### src/rtl/zx_cegen.sv
// zx_cegen: clock-enable generator for the ZX48 core.
// Derives the video (7 MHz) and CPU (3.5 MHz plus turbo) enables from the 56 MHz
// master clock. It applies ULA memory/IO contention in the base mode and
// produces the power-on delay flag.
//
// The block has no valid/ready handshakes. Every output is a single-cycle
// enable or a level. While reset is low, all outputs are forced to zero.
//
// Turbo changes take effect only at the cnt all-ones -> 0 boundary. Every
// divisor is a power of two that divides 2^CE_BITS, so each mode starts its
// cen phase at cnt==0. For this reason, a switch can never split a cep/cen pair.
module zx_cegen #(
  parameter int CE_BITS    = 4,
  parameter int VID_BITS   = 3,
  parameter int POR_BITS   = 6,
  parameter int CONTEND_EN = 1
) (
  input  logic       clock,
  input  logic       reset,
  input  logic [1:0] turbo,
  input  logic       vduCn,
  input  logic       mreq,
  input  logic       ioula,
  input  logic [1:0] ah,
  output logic       ce7M0p,
  output logic       ce7M0n,
  output logic       cep,
  output logic       cen,
  output logic [1:0] mode,
  output logic       stall,
  output logic       power
);

  // Fastest allowed mode keeps at least one divider bit (k = CE_BITS - mode >= 1).
  localparam logic [1:0] MODE_MAX = (CE_BITS - 1 > 3) ? 2'd3 : 2'(CE_BITS - 1);
  localparam logic [VID_BITS-1:0] VID_HALF = VID_BITS'(1 << (VID_BITS - 1));

  logic [CE_BITS-1:0]  cnt;
  logic [1:0]          mode_q;
  logic                cpuck;
  logic                samp;
  logic [POR_BITS-1:0] por;

  logic [1:0]          turbo_clamped;
  logic [CE_BITS-1:0]  base_mask;
  logic [CE_BITS-1:0]  base_half;
  logic [CE_BITS-1:0]  base_phase;
  logic                basen;
  logic                basep;
  logic                vid_n;
  logic                vid_p;
  logic                contend;

  // Clamp the requested turbo mode to the range the counter width supports.
  always_comb begin
    turbo_clamped = turbo;
    if (turbo > MODE_MAX) turbo_clamped = MODE_MAX;
  end

  // Base CPU enables: the low k bits of cnt give one period of the current mode.
  always_comb begin
    base_mask  = {CE_BITS{1'b1}} >> mode_q;
    base_half  = (base_mask >> 1) + CE_BITS'(1);
    base_phase = cnt & base_mask;
    basen      = (base_phase == '0);
    basep      = (base_phase == base_half);
  end

  // Video enables: fixed divider, never contended.
  always_comb begin
    vid_n = (cnt[VID_BITS-1:0] == '0);
    vid_p = (cnt[VID_BITS-1:0] == VID_HALF);
  end

  // ULA contention: only applies in the base (non-turbo) mode. contend=0 holds the CPU.
  always_comb begin
    contend = 1'b1;
    if ((CONTEND_EN != 0) && (mode_q == 2'd0))
      contend = !(vduCn & cpuck & samp & ((ah == 2'b01) | !ioula));
  end

  // Output gating: all outputs are held low while reset is asserted.
  always_comb begin
    ce7M0n = reset & vid_n;
    ce7M0p = reset & vid_p;
    cep    = reset & basep & contend;
    cen    = reset & basen & contend;
    stall  = reset & (basep | basen) & !contend;
    mode   = reset ? mode_q : 2'd0;
    power  = reset & por[POR_BITS-1];
  end

  // Free-running divider counter.
  always_ff @(posedge clock) begin
    if (!reset) cnt <= '0;
    else        cnt <= cnt + 1'b1;
  end

  // Mode latch: a turbo request is taken only on the last count of a period.
  always_ff @(posedge clock) begin
    if (!reset)     mode_q <= 2'd0;
    else if (&cnt)  mode_q <= turbo_clamped;
  end

  // Contention state: sample the bus cycle on cep and track the ULA clock phase on ce7M0n.
  always_ff @(posedge clock) begin
    if (!reset) begin
      samp  <= 1'b0;
      cpuck <= 1'b0;
    end else begin
      if (cep)    samp  <= mreq & ioula;
      if (ce7M0n) cpuck <= !(cpuck & contend);
    end
  end

  // Power-on delay: count delivered CPU enables until the MSB sets, then hold.
  always_ff @(posedge clock) begin
    if (!reset)                          por <= '0;
    else if (cep && !por[POR_BITS-1])    por <= por + 1'b1;
  end

endmodule

### config.mk
export PLATFORM = sky130hd
export DESIGN_NAME = zx_cegen
export DESIGN_NICKNAME = d
export VERILOG_FILES = /design/src/rtl/zx_cegen.sv
export SDC_FILE = /design/constraint.sdc
export NUM_CORES = 1
export LEC_CHECK = 0
export ABC_CLOCK_PERIOD_IN_PS = 4100
export CAP_MARGIN = 30
export CORE_MARGIN = 5
export CORE_UTILIZATION = 51
export CTS_CLUSTER_SIZE = 12
export DETAILED_ROUTE_END_ITERATION = 16
export PLACE_DENSITY = 0.85
export SLEW_MARGIN = 25
export SYNTH_ARGS = -nofsm -noshare
export SYNTH_HDL_FRONTEND = slang
export SYNTH_SLANG_ARGS = --single-unit
### constraint.sdc
create_clock -name clock -period 4.1 [get_ports clock]
set_input_delay 1.025 -clock clock [delete_from_list [all_inputs] [get_ports clock]]
set_output_delay 1.025 -clock clock [all_outputs]
set_load 0.01 [all_outputs]
==> results.ini <==
[status]
outcome = finished clean

[cells_and_area]
nets = 116
seqCellArea_um2 = 280
n_antenna_cell = 0
postLayoutCoreUtil = 0.710
layout_commonest_cell = clkdlybuf4s50_1
multi_input_area_um2 = 418
area_growth_pct = 27.2
layout_common_cells = clkdlybuf4s50_1, dfxtp_1, nand2_1, mux2i_1, nor2_1
fillers = 110
drive_gt1_frac = 0.0777

[drt]
route.vias.total = 655
drt-initial-drc-count = 23
route.detailed.drc = 0
avgViaCountPerCell = 5.55
first_pass_iters = 4
ant_nets = 0
post_drt_wl_per_cell_um = 13.1
wl_um = 1540

[sta]
whs_ps = 467
finalCritPeriodShare = 0.935
worstMarginPinSlew_ps = 498
final_max_slew_viol_count = 0
setup_tns_ps = 0
period_minus_slack_ps = 3830
grt_setup_unrepaired = false
slew_headroom = 0.666
clock_skew_ps = 0.942
hold_violations = 0
setup_violations = 0
fmax_mhz = 261

[worst_setup_path]
cp-start-kind = input port
cpMostUsedCell = clkdlybuf4s50_1
crit_fanout = 12
critPathSlowestCell = clkdlybuf4s50_1
cp_slowest_stage_delay_ps = 690
cp.arrival_ps = 2810
worstPathRequired_ps = 3070
worstSetupPathType = in -> out
endpoint_kind = primary output
crit_chain = clkdlybuf4s50_1, nor2b_1, o221ai_1, a21oi_1, clkdlybuf4s50_1

[placement]
gp_congestion = 0.802
place_hpwl_um = 1110
port_buffers = 16

[floorplan]
core-area_mm2 = 0.00133
fp.dieW_um = 48.2
die-area_mm2 = 0.00232
pin_count = 17
num_rows = 13
die_h_um = 48.2
initial_core_util = 0.558

[clock_network]
clock_latency_ps = 280
cts_tree = yes
clk_pin_slew_ps = 90
post-cts-setup-buffers = 0
cts_max_level = 1
cts-root-buf = clkbuf_4
clockBufferDepth = 2
cts_hold_buf = 0
cts_buffers = 3
cts.sinks = 14
cts_resized = 0

[synthesis]
synth.distinct_cells = 30
synth_flop_cell = dfxtp_1
syn_nets = 97
ys_ff_latch = 14
syn-cell-area_um2 = 744
synthArstFlopShare = 0
synth_edf_count = 0
seq_area_frac_synth = 0.376
ys_warn_count = 0
syn_avg_cell_area_um2 = 8.76
netlist_instances = 85

[power]
peakVddDrop_uv = 152
power.density_mw_per_mm2 = 291
leakage_uw = 0.000381

[global_routing]
grtUsageTotal = 0.157
grt_max_degree = 13
grt_pass1_wl_um = 2530
grt-ovfl-total = 0
first_global_vias = 613
antenna_found_initial = 0

[flow_run]
maxCapViolations = 0

[hold_path]
hold_path_class = reg -> reg

sequential cells by signal, indices dropped and copies added (netlist names):
signal / flops
por: 6
cnt: 4
mode_q: 2
cpuck: 1
samp: 1
synthesized netlist by cell type (2+ instances only):
library cell	number	area share
a21oi_1	3	0.020
and2_1	5	0.042
dfxtp_1	14	0.38
ha_1	3	0.050
inv_1	5	0.025
mux2i_1	8	0.11
nand2_1	9	0.045
nand3_1	4	0.027
nand3b_1	2	0.020
nand4_1	3	0.025
nor2_1	6	0.030
nor2b_1	3	0.025
nor4_1	2	0.017
or4b_1	2	0.027
worst paths after layout:
path | startpoint | to | slack (ps) | cells past startpoint
worst max-delay path | reset | stall | 270 | 5
worst min-delay path | samp | samp | 470 | 2
worst max register to register | mode_q[0] | por[2] | 2110 | 5
worst min register to register | samp | samp | 470 | 2
metal layers:
metal	vias to the layer above	global-route usage	routed length [um]
met1	300	0.208	753
met2	20	0.227	683
met5	-	0	0
met4	0	0.124	13
met3	2	0.0221	93
li1	333	-	-
layout make-up:
class	count	area share
flip-flops and latches	14	0.296
well taps	15	0.0198
inverters	5	0.0198
multi-input cells	62	0.441
repair buffers	18	0.185
clock buffers	4	0.0383
report_power, final:
part | switching (uW) | internal [uW] | leakage (uW) | total [uW]
Clock | 45.9 | 54.0 | 0.0000210 | 99.9
Sequential | 6.08 | 140 | 0.000114 | 146
Combinational | 12.2 | 17.6 | 0.000246 | 29.9
stage by stage:
| step | power (uW) | area, um^2 | cells | setup slack, ps |
|---|---|---|---|---|
| after global routing | 289 | 947 | 118 | 131 |
| after floorplan | 164 | 744 | 85 | 1070 |
| after CTS | 280 | 947 | 118 | 268 |
| after detailed placement | 179 | 911 | 114 | 272 |
| after global placement | 178 | 911 | 114 | 325 |
| final | 276 | 947 | 118 | 266 |
worst max-delay path, delay by kind of cell:
kind / cells / cell delay, ps
compound gates: 2 / 330
simple gates: 1 / 210
buf+inv: 2 / 1240
logic make-up (layout without fill, tap and decap cells):
| logic type | after synthesis | in the layout | share of synthesized area |
|---|---|---|---|
| XOR/XNOR | 2 | 2 | 0.0235 |
| buffers and inverters | 9 | 27 | 0.0622 |
| AND/OR/NAND/NOR | 40 | 40 | 0.292 |
| flip-flops | 14 | 14 | 0.376 |
| multiplexers | 8 | 8 | 0.108 |
| adder cells (fa/ha/maj) | 3 | 3 | 0.0504 |
| AO/OA/AOI/OAI | 9 | 9 | 0.0874 |
No activity file was read; power rests on OpenSTA's default activity.
